--- config.mk ---
export PLATFORM = sky130hd
export DESIGN_NAME = led_matrix_scan_driver
export DESIGN_NICKNAME = d
export VERILOG_FILES = /design/src/rtl/led_matrix_scan_driver.sv
export SDC_FILE = /design/constraint.sdc
export NUM_CORES = 1
export LEC_CHECK = 0
export BUFFER_PORTS_ARGS = -buffer_cell sky130_fd_sc_hd__buf_2
export CAP_MARGIN = 20
export CORE_MARGIN = 5
export CORE_UTILIZATION = 55
export DETAILED_ROUTE_END_ITERATION = 10
export PLACE_DENSITY = 0.72
export SLEW_MARGIN = 40
export SYNTH_ARGS = -nofsm -noshare
export SYNTH_HDL_FRONTEND = slang
export SYNTH_SLANG_ARGS = --single-unit
export TNS_END_PERCENT = 50
--- constraint.sdc ---
create_clock -name clk -period 2.9 [get_ports clk]
set_input_delay 0.58 -clock clk [delete_from_list [all_inputs] [get_ports clk]]
set_output_delay 0.58 -clock clk [all_outputs]
set_load 0.01 [all_outputs]
--- src/rtl/led_matrix_scan_driver.sv ---
// Serial-loaded, double-buffered LED matrix column scanner with blanking.
// Define LED_MATRIX_PWM_EN to add the 4-bit brightness input and row PWM gating.

module led_matrix_sync (
  input  logic clk,
  input  logic rst_n,
  input  logic pin,
  output logic lvl,
  output logic rise
);
  logic [2:0] sr;

  always_ff @(posedge clk) begin
    if (!rst_n) sr <= '0;
    else        sr <= {sr[1:0], pin};
  end

  assign lvl  = sr[1];
  assign rise = sr[1] & ~sr[2];
endmodule

module led_matrix_scan_driver #(
  parameter int ROWS         = 8,
  parameter int COLS         = 8,
  parameter int DWELL_BITS   = 5,
  parameter int BLANK_CYCLES = 2
) (
  input  logic            clk,
  input  logic            rst_n,
  input  logic            din,
  input  logic            dclk,
  input  logic            strobe,
  input  logic            en,
`ifdef LED_MATRIX_PWM_EN
  input  logic [3:0]      brightness,
`endif
  output logic [ROWS-1:0] row_out,
  output logic [COLS-1:0] col_sel,
  output logic            frame_start
);
  localparam int N  = ROWS * COLS;
  localparam int CW = $clog2(COLS);
  localparam logic [CW-1:0]         COL_LAST = CW'(COLS - 1);
  localparam logic [DWELL_BITS-1:0] BLANK_W  = DWELL_BITS'(BLANK_CYCLES);

  // pin index: 0 = din, 1 = dclk, 2 = strobe
  logic [2:0] pin_raw, pin_lvl, pin_rise;
  assign pin_raw = {strobe, dclk, din};

  for (genvar i = 0; i < 3; i++) begin : g_sync
    led_matrix_sync u_sync (
      .clk  (clk),
      .rst_n(rst_n),
      .pin  (pin_raw[i]),
      .lvl  (pin_lvl[i]),
      .rise (pin_rise[i])
    );
  end

  logic din_s, shift, stb;
  logic unused_sync;
  assign din_s       = pin_lvl[0];
  assign shift       = pin_rise[1];
  assign stb         = pin_rise[2];
  assign unused_sync = ^{pin_rise[0], pin_lvl[2:1]};

  logic [N-1:0]          chain, staging, vbuf, disp;
  logic                  pending, en_q, wrap_q;
  logic [DWELL_BITS-1:0] dwell;
  logic [CW-1:0]         col;
  logic                  wrap, resume, commit, drive, lit;
  logic [ROWS-1:0]       col_rows;

  // Resuming from en=0 is a commit point too; the display path reads staging
  // on that cycle so column 0 never shows the stale buffer.
  always_comb begin
    wrap     = en && (&dwell) && (col == COL_LAST);
    resume   = en && !en_q;
    commit   = pending && (wrap || resume);
    disp     = (resume && pending) ? staging : vbuf;
    drive    = en && (dwell >= BLANK_W);
    col_rows = disp[int'(col) * ROWS +: ROWS];
    lit      = drive;
`ifdef LED_MATRIX_PWM_EN
    lit      = drive && (dwell[DWELL_BITS-1 -: 4] < brightness);
`endif
  end

  always_ff @(posedge clk) begin
    if (!rst_n) begin
      chain       <= '0;
      staging     <= '0;
      vbuf        <= '0;
      pending     <= 1'b0;
      en_q        <= 1'b0;
      wrap_q      <= 1'b0;
      dwell       <= '0;
      col         <= '0;
      row_out     <= '0;
      col_sel     <= '0;
      frame_start <= 1'b0;
    end else begin
      if (shift) chain <= {chain[N-2:0], din_s};
      // staging takes the pre-shift chain when both edges coincide
      if (stb) staging <= chain;
      if (commit) vbuf <= staging;
      if (stb)         pending <= 1'b1;
      else if (commit) pending <= 1'b0;

      en_q   <= en;
      wrap_q <= wrap;

      if (!en) begin
        dwell <= '0;
        col   <= '0;
      end else begin
        dwell <= dwell + 1'b1;
        if (&dwell) col <= (col == COL_LAST) ? '0 : col + 1'b1;
      end

      col_sel     <= drive ? (COLS'(1) << col) : '0;
      row_out     <= lit ? col_rows : '0;
      frame_start <= en && wrap_q;
    end
  end
endmodule

Yosys cells after proc, flatten, opt, wreduce, memory -nomap -nowiden
Cells that the tools add are included.

storage, ports and cells
  logic and storage cells = 41
  bits of input ports = 6
  register bits after elaboration = 228
  output and inout port bits = 17

operators by class
  muxes and demuxes = 4
  reduce and logical (&&, ||, !) cells = 13
  bitwise operators = 4
  equal/unequal tests = 1
  $lt $le $gt $ge = 1
  add/sub/neg operators = 2
  shifts and indexed selects = 2

operators with widths
  operator                                              number
  2-to-1 mux 64 bit                                     1
  variable part select 64 x 7 -> 8 bit                  1
  << shifter 1 x 3 -> 8 bit (first input constant)      1
  logical AND 1 bit                                     7
  adder 5 x 1 -> 5 bit (second input constant)          1
  >= comparator 5 x 2 -> 1 bit (second input constant)  1
  AND reduction 5 bit                                   1
  AND reduction 2 bit                                   2
  adder 3 x 1 -> 3 bit (second input constant)          1
  == test 3 bit (second input constant)                 1
  2-to-1 mux 3 bit                                      1
  bitwise AND 1 bit                                     2
  2-to-1 mux 1 bit                                      2
  NOT 1 bit                                             2
  nonzero test 2 bit                                    1
  logical NOT 1 bit                                     1
  logical OR 1 bit                                      1

Longest topological paths before layout
Gate-level depths: netlist of the first run.

  depth in word-level cells = 7
  gate-level depth with buffers = 10
  depth with buffers taken out = 8

By module
From an unflattened synthesis of the first run, not the netlist that was laid out.

unflattened totals
  cell total of the unflattened synthesis = 1,008
  area total of the unflattened synthesis = 9,499.1 um^2

modules (own cells, without submodules)
  module                  cells an instance  area an instance (um^2)  seq. area each (um^2)  times used
  led_matrix_scan_driver  987                9,221.3                  4,404.2                1
  led_matrix_sync         7                  92.6                     60.1                   3

Worst setup path before layout of the first run
Ideal clock, no wire load.

  path type = flip-flop to flip-flop
  from = register dwell[0]
  to = register vbuf[10]
  path buffers = 1
  setup time = 76 ps
  stages on the path, launching flop included = 10
  clock period less this slack = 1,880 ps
  slack = 1,020 ps
  data required time = 2,824 ps
  data arrival time = 1,805 ps
  path through = dfxtp_1 ha_1 and3_1 ha_1 nand2_1 nand2_1 nand3_1 clkbuf_1 nand2_1 a21boi_0

on the way
  word-level cells in the longest chain between the ends = 5

RTL lines
  item                             line  text
  start: declaration               69    logic [DWELL_BITS-1:0] dwell;
  start signal: assignment         117   dwell <= dwell + 1'b1;
  AND reduction 5 bit              77    wrap = en && (&dwell) && (col == COL_LAST);
  logical AND 1 bit (2 in series)  77
  logical OR 1 bit                 79    commit = pending && (wrap || resume);
  logical AND 1 bit                79
  end signal: assignment           106   if (commit) vbuf <= staging;
  end: declaration                 67    logic [N-1:0] chain, staging, vbuf, disp;

Every way passes these cells.
A chain may end at the register's enable or synchronous reset.

Final worst setup path of the first run
  from = register dwell[0]
  to = register vbuf[27]

The elaborated chain is that of the path after synthesis.

==> out/metrics.yaml, run 1 <==
critical_path:
  crit_top_cell: "nand2_1"
  path_cells: "ha_1, and3_1, ha_1, nand2_1, nand2_1, and3_2, buf_12, nand2_1, a21boi_0"
  startpoint_type: "flip-flop"
  worstPathMaxFanout: 64
  critPathRequiredTime_ps: 3320
  critical_path.slowest_cell: "dfxtp_1"
  cp_num_buf_inv: 1
  crit_type: "reg -> reg"
  cpPeakStageDelay_ps: 380
  cp_top_family: "simple AND/OR/NAND/NOR gates"
  end_kind: "flip-flop"
  critPathArrivalTime_ps: 2590
layout:
  drive_gt1_share_pct: 8.602
  fin_cells: 1336
  num-fill-cells: 1476
  synthToLayoutAreaGrowth_pct: 10.96
  nNetsFinal: 1114
  antenna_cells: 0
power_and_ir_drop:
  p_switching_uw: 1311
  seq_power_share_pct: 49.1
  p_int_uw: 5100
  leakagePower_uw: 0.003554
  pwr-share-clk_pct: 48.2
  powerDensity_nw_per_um2: 615.0
  swShare_pct: 20.45
  max-vdd-ir-drop_uv: 505.3
  comb_power_share_pct: 2.7
  power_uw: 6410
logic_synthesis:
  synth_warnings: 0
  ys.flop_type: "dfxtp_1"
  synth.mux.area_fraction_pct: 2.171
  ys_types: 43
  ys_top_cells_by_area: "dfxtp_1 (49%), nand2_1 (16%), a21boi_0 (15%)"
  synth_seq_cells: 228
  netlist_area_um2: 9394
  synth_top_family_by_area: "simple AND/OR/NAND/NOR gates"
  yosys.area_share.simple_pct: 22.24
  yosys.area_share.adder_pct: 1.066
  avgSynthCellArea_um2: 8.365
  synth_compound_area_share_pct: 21.52
  synth-async-reset-ratio_pct: 0
  synth_top_area_share_pct: 48.59
  synth_edf_count: 0
  synthXorXnorAreaFrac_pct: 0.1865
  ys_seq_area_share_pct: 48.59
  synthCells: 1123
  yosys.area.top_type: "dfxtp_1"
  synth_nets: 1137
clock_tree:
  cts_buffers: 24
  postCtsSetupRepairBufs: 0
  cts_hold_buf: 0
  ctsRootBufferMaster: "clkbuf_16"
  cts_sinks: 228
  clkTransAtPathRegs_ps: 60
  cts-resized-gates: 0
  clock_latency_ps: 510
  cts_max_level: 1
  cts_tree: "built"
  cts_max_path_buffers: 3
run_status:
  status: "finished clean"
floorplan:
  die_y_um: 140.7
  die-area_um2: 19790
  core_region_area_um2: 16640
  pin_count: 23
  start_util_pct: 56.45
  rows: 47
  die_w_um: 140.7
grt:
  grt_pass1_vias: 6899
  grt_max_degree: 204
  grt_use_total_pct: 20.66
  grt_pass1_wl_mm: 34.66
  antenna_found_initial: 0
  grt_overflow: 0
routing:
  avgViaCountPerCell: 5.484
  wl_per_cell_um: 15.51
  drc: 0
  drtIter0Drc: 633
  ant_nets: 0
  vias: 7327
  dr.pass1.iters: 5
  totalWireLength_mm: 20.72
placed_design:
  gp_congestion: 0.8384
  dp.final_hpwl_mm: 12.98
  dp_cells: 1294
  portBuffers: 22
timing:
  min_period_ps: 2172
  relSlewSlack_pct: 48.77
  fmax_mhz: 460.5
  skew_ps: 10.49
  setup_tns_ps: 0
  fin_crit_sh_pct: 74.89
  setup_violations: 0
  slew_violations: 0
  final-hold-violation-count: 0
  tightest_slew_ps: 768.5
  rsz0062_at_grt: "no"
flow_run:
  cap_violations: 0
hold_path:
  min_path_type: "in -> reg"
-- sequential cells by signal, indices dropped and copies added (netlist names) --
signal and flops:
chain 64, staging 64, frame_start 1, pending 1, wrap_q 1, col_sel 8
dwell 5, row_out 8, en_q 1, col 3, g_sync.u_sync.sr 8, vbuf 64
-- area by class of cell --
cell class / instances / area [um2] / area share (%)
timing repair buffer: 39 / 302.8 / 2.905
clock buffer: 37 / 730.7 / 7.010
multi-input combinational: 803 / 4459 / 42.78
sequential: 228 / 4566 / 43.80
inverter: 4 / 15.01 / 0.1440
clock inverter: 5 / 75.07 / 0.7202
tap: 220 / 275.3 / 2.641
-- worst reg2reg max path, delay by kind of cell (launching register included) --
family	cells	cell delay [ps]
AND/OR/NAND/NOR	5	770
AO/OA/AOI/OAI	1	200
flip-flops	1	380
buffers and inverters	1	260
adder cells (fa/ha/maj)	2	490
-- cells in the final DEF (no fill, tap or decap), types with 3 or more instances in the layout --
cell / count
o21ai_0: 9
and2_1: 19
a21oi_1: 9
clkbuf_1: 6
a31o_2: 6
buf_12: 5
ha_1: 8
a211oi_1: 20
a311oi_1: 9
a21boi_0: 192
nor2_1: 9
clkbuf_16: 25
and3_1: 27
clkinv_2: 3
clkbuf_8: 6
a31oi_1: 14
dfxtp_1: 227
buf_2: 21
o2111ai_1: 6
buf_4: 13
nand2_1: 410
nor2b_1: 13
mux2i_1: 17
nand3_1: 9
-- power groups by stage --
| stage | clock (uW) | sequential [uW] | combinational [uW] |
|---|---|---|---|
| 2_1_floorplan | 0 | 3210 | 128 |
| 6_report | 3090 | 3140 | 173 |
| 4_1_cts | 3150 | 3140 | 173 |
| 5_1_grt | 3280 | 3140 | 188 |
| 3_3_place_gp | 0 | 3210 | 174 |
| 3_5_place_dp | 0 | 3210 | 173 |
-- metrics by stage --
step	hold WS, ps	util, %	setup slack (ps)	cell area [um2]
2_1_floorplan	411.9	-	1020	9394
3_3_place_gp	415.4	57.79	715.3	9618
3_5_place_dp	421.6	57.79	668.4	9618
4_1_cts	261.5	62.63	763.3	10420
5_1_grt	267.3	62.63	583.1	10420
6_report	277.8	62.63	728.2	10420
-- cell families after synthesis --
group / Yosys count
simple gates: 501
xor+xnor: 2
flops: 228
compound gates: 273
buf+inv: 92
fa+ha+maj: 8
mux: 19
-- worst paths after layout --
| check | depth (start not counted) | endpoint | slack [ps] | from |
|---|---|---|---|---|
| hold reg to reg | 1 | g_sync[2].u_sync.sr[1] | 430 | g_sync[2].u_sync.sr[0] |
| setup reg to reg | 9 | vbuf[27] | 730 | dwell[0] |
| hold / removal | 2 | g_sync[0].u_sync.sr[0] | 280 | din |
| setup / recovery | 9 | vbuf[27] | 730 | dwell[0] |
-- synth_stat cells (2+ instances only) --
master     number
o2111ai_1       6
nand3_1        10
o21ai_0         9
a211oi_1       20
dfxtp_1       228
mux2i_1        17
inv_1           2
a21oi_1         9
a311o_1         2
and2_1         19
buf_1           8
nand2_1       410
nand3b_1        2
a31o_2          6
clkbuf_1       56
nand2b_1        2
buf_6           3
ha_1            8
a31oi_1        14
a21boi_0      192
a311oi_1        9
nor2b_1        15
o211ai_1        2
nor2_1          9
buf_2          20
and3_1         28
-- metal layers --
layer / vias to the layer above / routed length (um) / track usage, % / part of all wire, %
met1: 3437 / 10100 / 30.89 / 49
met5: - / 0 / 0 / 0
met3: 35 / 1067 / 2.540 / 5.2
met4: 0 / 463 / 5.711 / 2.2
met2: 159 / 9091 / 31.58 / 44
li1: 3696 / - / - / -
Power figures use the tool's default switching activity.
==> run 2: changes to the inputs <==
--- a/config.mk
+++ b/config.mk
@@ -10,7 +10,7 @@
 export CORE_MARGIN = 5
 export CORE_UTILIZATION = 55
 export DETAILED_ROUTE_END_ITERATION = 10
-export PLACE_DENSITY = 0.72
+export PLACE_DENSITY = 0.74
 export SLEW_MARGIN = 40
 export SYNTH_ARGS = -nofsm -noshare
 export SYNTH_HDL_FRONTEND = slang
==> constraint.sdc (replaced) <==
create_clock -name clk -period 1.9 [get_ports clk]
set_input_delay 0.38 -clock clk [delete_from_list [all_inputs] [get_ports clk]]
set_output_delay 0.38 -clock clk [all_outputs]
set_load 0.01 [all_outputs]
==> out/metrics.yaml, run 2 (synthesized netlist as in run 1, its figures left out) <==
run_status:
  status: "finished clean"  # unchanged
layout:
  mostFrequentLayoutCells: "nand2_1 (408), dfxtp_1 (223), a21boi_0 (161)"  # was nand2_1 (410), dfxtp_1 (227), a21boi_0 (192)
  nNetsFinal: 1136  # was 1114
  drive_gt1_share_pct: 12.11  # was 8.602%
  final_core_util_pct: 65.94  # was 62.63%
  antenna_cells: 0  # unchanged
  synthToLayoutAreaGrowth_pct: 16.82  # was 10.96%
  layout_commonest_cell: "nand2_1"  # unchanged
  top_regs: "chain: 64 flops, staging: 64 flops, vbuf: 64 flops"  # unchanged
critical_path:
  reg2regPathDepth: 6  # was 9
  crit-reg2reg-launch: "en_q"  # was dwell[0]
  r2r_setup_slack_ps: 60  # was 730 ps
  crit_type: "reg -> reg"  # unchanged
  end_kind: "flip-flop"  # unchanged
  worstPathMaxFanout: 16  # was 64
  timing.rr.end: "row_out[3]"  # was vbuf[27]
  startpoint_type: "flip-flop"  # unchanged
  critPathArrivalTime_ps: 2290  # was 2590 ps
  critPathRequiredTime_ps: 2340  # was 3320 ps
clock_tree:
  cts_tree: "built"  # unchanged
  cts_hold_buf: 0  # unchanged
  cts_sinks: 228  # unchanged
  clkTransAtPathRegs_ps: 70  # was 60 ps
  cts_max_level: 1  # unchanged
  cts_buffers: 24  # unchanged
  cts_max_path_buffers: 3  # unchanged
  ctsRootBufferMaster: "clkbuf_16"  # unchanged
  clock_latency_ps: 510  # about the same
grt:
  antenna_found_initial: 0  # unchanged
  grt_overflow: 0  # unchanged
  grt_use_total_pct: 21.11  # was 20.66%
  grt_pass1_vias: 6842  # was 6899
  grt_pass1_wl_mm: 35.31  # was 34.66 mm
  grt_max_degree: 204  # unchanged
timing:
  postLayoutSetupSlackWorst_ps: 56.25  # was 728.2 ps
  skew_ps: 11.57  # was 10.49 ps
  slew_violations: 0  # unchanged
  min_period_ps: 1844  # was 2172 ps
  final-hold-violation-count: 0  # unchanged
  relSlewSlack_pct: 49.50  # was 48.77%
  fin_crit_sh_pct: 97.04  # was 74.89%
  tightest_slew_ps: 757.5  # was 768.5 ps
  finalHoldWorstSlack_ps: 77.05  # was 277.8 ps
  setup_violations: 0  # unchanged
  fmax_mhz: 542.4  # was 460.5 MHz
  setup_tns_ps: 0  # unchanged
floorplan:
  die-area_um2: 19790  # unchanged
  die_w_um: 140.7  # unchanged
  rows: 47  # unchanged
  core_region_area_um2: 16640  # unchanged
  start_util_pct: 56.45  # unchanged
  pin_count: 23  # unchanged
  die_y_um: 140.7  # unchanged
routing:
  wl_per_cell_um: 16.66  # was 15.51 um
  totalWireLength_mm: 22.65  # was 20.72 mm
  dr.pass1.iters: 5  # unchanged
  avgViaCountPerCell: 5.587  # was 5.484
  ant_nets: 0  # unchanged
  drc: 0  # unchanged
  drtIter0Drc: 575  # was 633
  vias: 7598  # was 7327
flow_run:
  cap_violations: 0  # unchanged
hold_path:
  hold-path-cell-count: 2  # unchanged
  timing.hold.worst_endpoint: "g_sync[1].u_sync.sr[0]"  # was g_sync[0].u_sync.sr[0]
  worstHoldStart: "dclk"  # was din
  min_path_type: "in -> reg"  # unchanged
placed_design:
  dp.final_hpwl_mm: 12.56  # was 12.98 mm
  place_ws_ps: -41.33  # was 668.4 ps
  portBuffers: 22  # unchanged
  gp_congestion: 0.8151  # was 0.8384
power_and_ir_drop:
  leakagePower_uw: 0.003798  # was 0.003554 uW
  power_uw: 10270  # was 6410 uW
  powerDensity_nw_per_um2: 936.1  # was 615.0 nW/um2
  max-vdd-ir-drop_uv: 675.0  # was 505.3 uV
-- run 2: how the worst max path moves through the flow --
stage,from,end,slack [ps]
finish,en_q,row_out[3],60
global route,col[1],vbuf[4],-40
CTS,dwell[0],vbuf[26],3
detailed placement,en,row_out[1],-40
global placement,en,row_out[1],-20
floorplan,dwell[0],vbuf[10],20
-- run 2: what timing repair did --
item                       4_1_cts  5_1_grt
setup endpoints to repair        7       71
cloned                           0       10
setup buffers                    0        3
pin swaps                        0        4
gates resized for setup          2       60
-- run 2: power breakdown --
part,internal (uW),switching (uW)
logic,121,195
clock network,3270,1880
registers,4790,9.46
-- run 2: per-stage QoR --
stage	std cells	instance area (um2)
after floorplan	1123	9394
after global placement	1303	9748
after detailed placement	1303	9748
after CTS	1347	10650
after global routing	1360	10970
final	1360	10970
-- run 2: final cells by class --
class,instances,area [um2]
clock buffer,33,705.7
multi-input combinational,804,4547
fill,1359,5668
sequential,228,4576
inverter,4,18.77
timing repair buffer,60,666.9
clock inverter,11,185.2
tap,220,275.3
-- run 2: layer usage --
metal | up-vias | global-route usage, % | part of all wire (%)
met2 | 219 | 33.54 | 45
met3 | 23 | 3.014 | 6.1
met1 | 3602 | 30.77 | 48
met5 | - | 0 | 0
li1 | 3754 | - | -
met4 | 0 | 4.488 | 1.2
-- run 2: critical path, cell delays in order, from the launching register on --
cell	delay [ps]
dfxtp_2	340
and3b_4	390
buf_4	260
and3_1	200
a311oi_1	50
a211oi_1	360
a31o_2	180
==> run 3: changes to the inputs <==
--- a/config.mk
+++ b/config.mk
@@ -9,8 +9,11 @@
 export CAP_MARGIN = 20
 export CORE_MARGIN = 5
 export CORE_UTILIZATION = 55
+export CTS_CLUSTER_DIAMETER = 80
 export DETAILED_ROUTE_END_ITERATION = 10
+export GPL_TIMING_DRIVEN = 0
 export PLACE_DENSITY = 0.74
+export REMOVE_ABC_BUFFERS = 1
 export SLEW_MARGIN = 40
 export SYNTH_ARGS = -nofsm -noshare
 export SYNTH_HDL_FRONTEND = slang
==> out/metrics.yaml, run 3 (synthesized netlist as in run 1, its figures left out) <==
routing:
  drc: 0  # unchanged
  wl_per_cell_um: 18.12  # was 16.66 um
  totalWireLength_mm: 24.80  # was 22.65 mm
  vias: 7945  # was 7598
  ant_nets: 0  # unchanged
  dr.pass1.iters: 5  # unchanged
  avgViaCountPerCell: 5.804  # was 5.587
  drtIter0Drc: 744  # was 575
clock_tree:
  cts_max_level: 1  # unchanged
  clkTransAtPathRegs_ps: 60  # was 70 ps
  cts_max_path_buffers: 3  # unchanged
  clock_latency_ps: 520  # was 510 ps
  cts_buffers: 24  # unchanged
  cts_sinks: 228  # unchanged
  cts_tree: "built"  # unchanged
  ctsRootBufferMaster: "clkbuf_16"  # unchanged
  cts_hold_buf: 0  # unchanged
placed_design:
  dp_cells: 1292  # was 1303
  dp.final_hpwl_mm: 12.39  # was 12.56 mm
  gp_congestion: 0.7616  # was 0.8151
  portBuffers: 22  # unchanged
power_and_ir_drop:
  max-vdd-ir-drop_uv: 683.2  # was 675.0 uV
  power_uw: 9985  # was 10270 uW
  powerDensity_nw_per_um2: 897.4  # was 936.1 nW/um2
  leakagePower_uw: 0.003836  # was 0.003798 uW
floorplan:
  pin_count: 23  # unchanged
  die_w_um: 140.7  # unchanged
  rows: 47  # unchanged
  start_util_pct: 56.45  # unchanged
  core_region_area_um2: 16640  # unchanged
  die_y_um: 140.7  # unchanged
  die-area_um2: 19790  # unchanged
layout:
  drive_gt1_share_pct: 13.58  # was 12.11%
  nNetsFinal: 1146  # was 1136
  layout_commonest_cell: "nand2_1"  # unchanged
  top_regs: "chain: 64 flops, staging: 64 flops, vbuf: 64 flops"  # unchanged
  fin_cells: 1369  # was 1360
  synthToLayoutAreaGrowth_pct: 18.45  # was 16.82%
  antenna_cells: 0  # unchanged
  mostFrequentLayoutCells: "nand2_1 (407), dfxtp_1 (222), a21boi_0 (162)"  # was nand2_1 (408), dfxtp_1 (223), a21boi_0 (161)
critical_path:
  critPathRequiredTime_ps: 2310  # was 2340 ps
  end_kind: "flip-flop"  # unchanged
  cp_num_buf_inv: 1  # unchanged
  cp_top_family: "simple AND/OR/NAND/NOR gates"  # unchanged
  path_cells: "inv_2, ha_4, or4_4, nor2_4, nand3b_1, a211oi_2, a31o_2"  # was and3b_4, buf_4, and3_1, a311oi_1, a211oi_1, a31o_2
  worstPathMaxFanout: 4  # was 16
  startpoint_type: "flip-flop"  # unchanged
  critical_path.slowest_cell: "or4_4"  # was and3b_4
  cpPeakStageDelay_ps: 430  # was 390 ps
  crit_type: "reg -> reg"  # unchanged
  critPathArrivalTime_ps: 2390  # was 2290 ps
  r2r_setup_slack_ps: -80  # was 60 ps
grt:
  grt_overflow: 0  # unchanged
  antenna_found_initial: 0  # unchanged
  grt_use_total_pct: 24.35  # was 21.11%
  grt_pass1_wl_mm: 39.61  # was 35.31 mm
  grt_pass1_vias: 7583  # was 6842
  grt_max_degree: 108  # was 204
hold_path:
  min_path_type: "in -> reg"  # unchanged
timing:
  final-hold-violation-count: 0  # unchanged
  finalHoldWorstSlack_ps: 65.16  # was 77.05 ps
  min_period_ps: 1981  # was 1844 ps
  setup_violations: 4  # was 0
  rsz0062_at_grt: "yes"
  tightest_slew_ps: 775.6  # was 757.5 ps
  relSlewSlack_pct: 48.07  # was 49.50%
  slew_violations: 0  # unchanged
  fmax_mhz: 504.7  # was 542.4 MHz
  fin_crit_sh_pct: 104.3  # was 97.04%
  skew_ps: 14.81  # was 11.57 ps
  postLayoutSetupSlackWorst_ps: -81.21  # was 56.25 ps
run_status:
  violations: "negative setup slack"
  status: "finished with violations"  # was finished clean
flow_run:
  cap_violations: 0  # unchanged
## run 3: worst register-to-register path: cells and delay by family (launching register included)
kind / cells / cell delay, ps
fa+ha+maj: 1 / 150
flops: 1 / 360
buf+inv: 1 / 60
compound gates: 2 / 350
simple gates: 3 / 950
## run 3: final timing paths
check | start | end | cells past startpoint
setup / recovery | dwell[0] | row_out[2] | 7
hold / removal | din | g_sync[0].u_sync.sr[0] | 2
setup reg to reg | dwell[0] | row_out[2] | 7
hold reg to reg | g_sync[1].u_sync.sr[0] | g_sync[1].u_sync.sr[1] | 1
## run 3: metal layers
| metal | global-route usage, % | share of wire [%] | up-vias | wire length (um) |
|---|---|---|---|---|
| met5 | 0 | 0 | - | 0 |
| met4 | 8.261 | 3.0 | 0 | 732 |
| met3 | 3.590 | 6.9 | 55 | 1704 |
| met2 | 39.09 | 46 | 290 | 11460 |
| met1 | 33.80 | 44 | 3813 | 10900 |
| li1 | - | - | 3787 | - |
## run 3: per-stage QoR
stage | utilization [%] | cell area [um2] | TNS [ps] | worst slack (ps)
after detailed placement | 58.57 | 9747 | -42530 | -914.7
final | 66.86 | 11130 | -198.7 | -81.21
after global placement | 56.47 | 9398 | -656460 | -4048
after CTS | 65.82 | 10950 | -41.01 | -27.53
after floorplan | - | 9012 | -270070 | -2169
after global routing | 66.86 | 11130 | -949.3 | -125.2
## run 3: layout make-up
cell class	count	area, um2
clock buffers	31	688.2
multi-input cells	807	4631
clock inverters	12	127.6
flip-flops and latches	228	4584
inverters	4	18.77
repair buffers	67	802.0
well taps	220	275.3
fillers	1308	5515
## run 3: timing repair
item,4_1_cts,5_1_grt
hold endpoints to repair,0,0
setup endpoints to repair,79,72
setup buffers,20,5
cloned,7,4
gates resized for setup,24,54
pin swaps,4,5
## run 3: power breakdown
group | internal, uW | total, uW | switching, uW
Sequential | 4790 | 4800 | 11.6
Clock | 2840 | 4810 | 1970
Combinational | 154 | 374 | 221
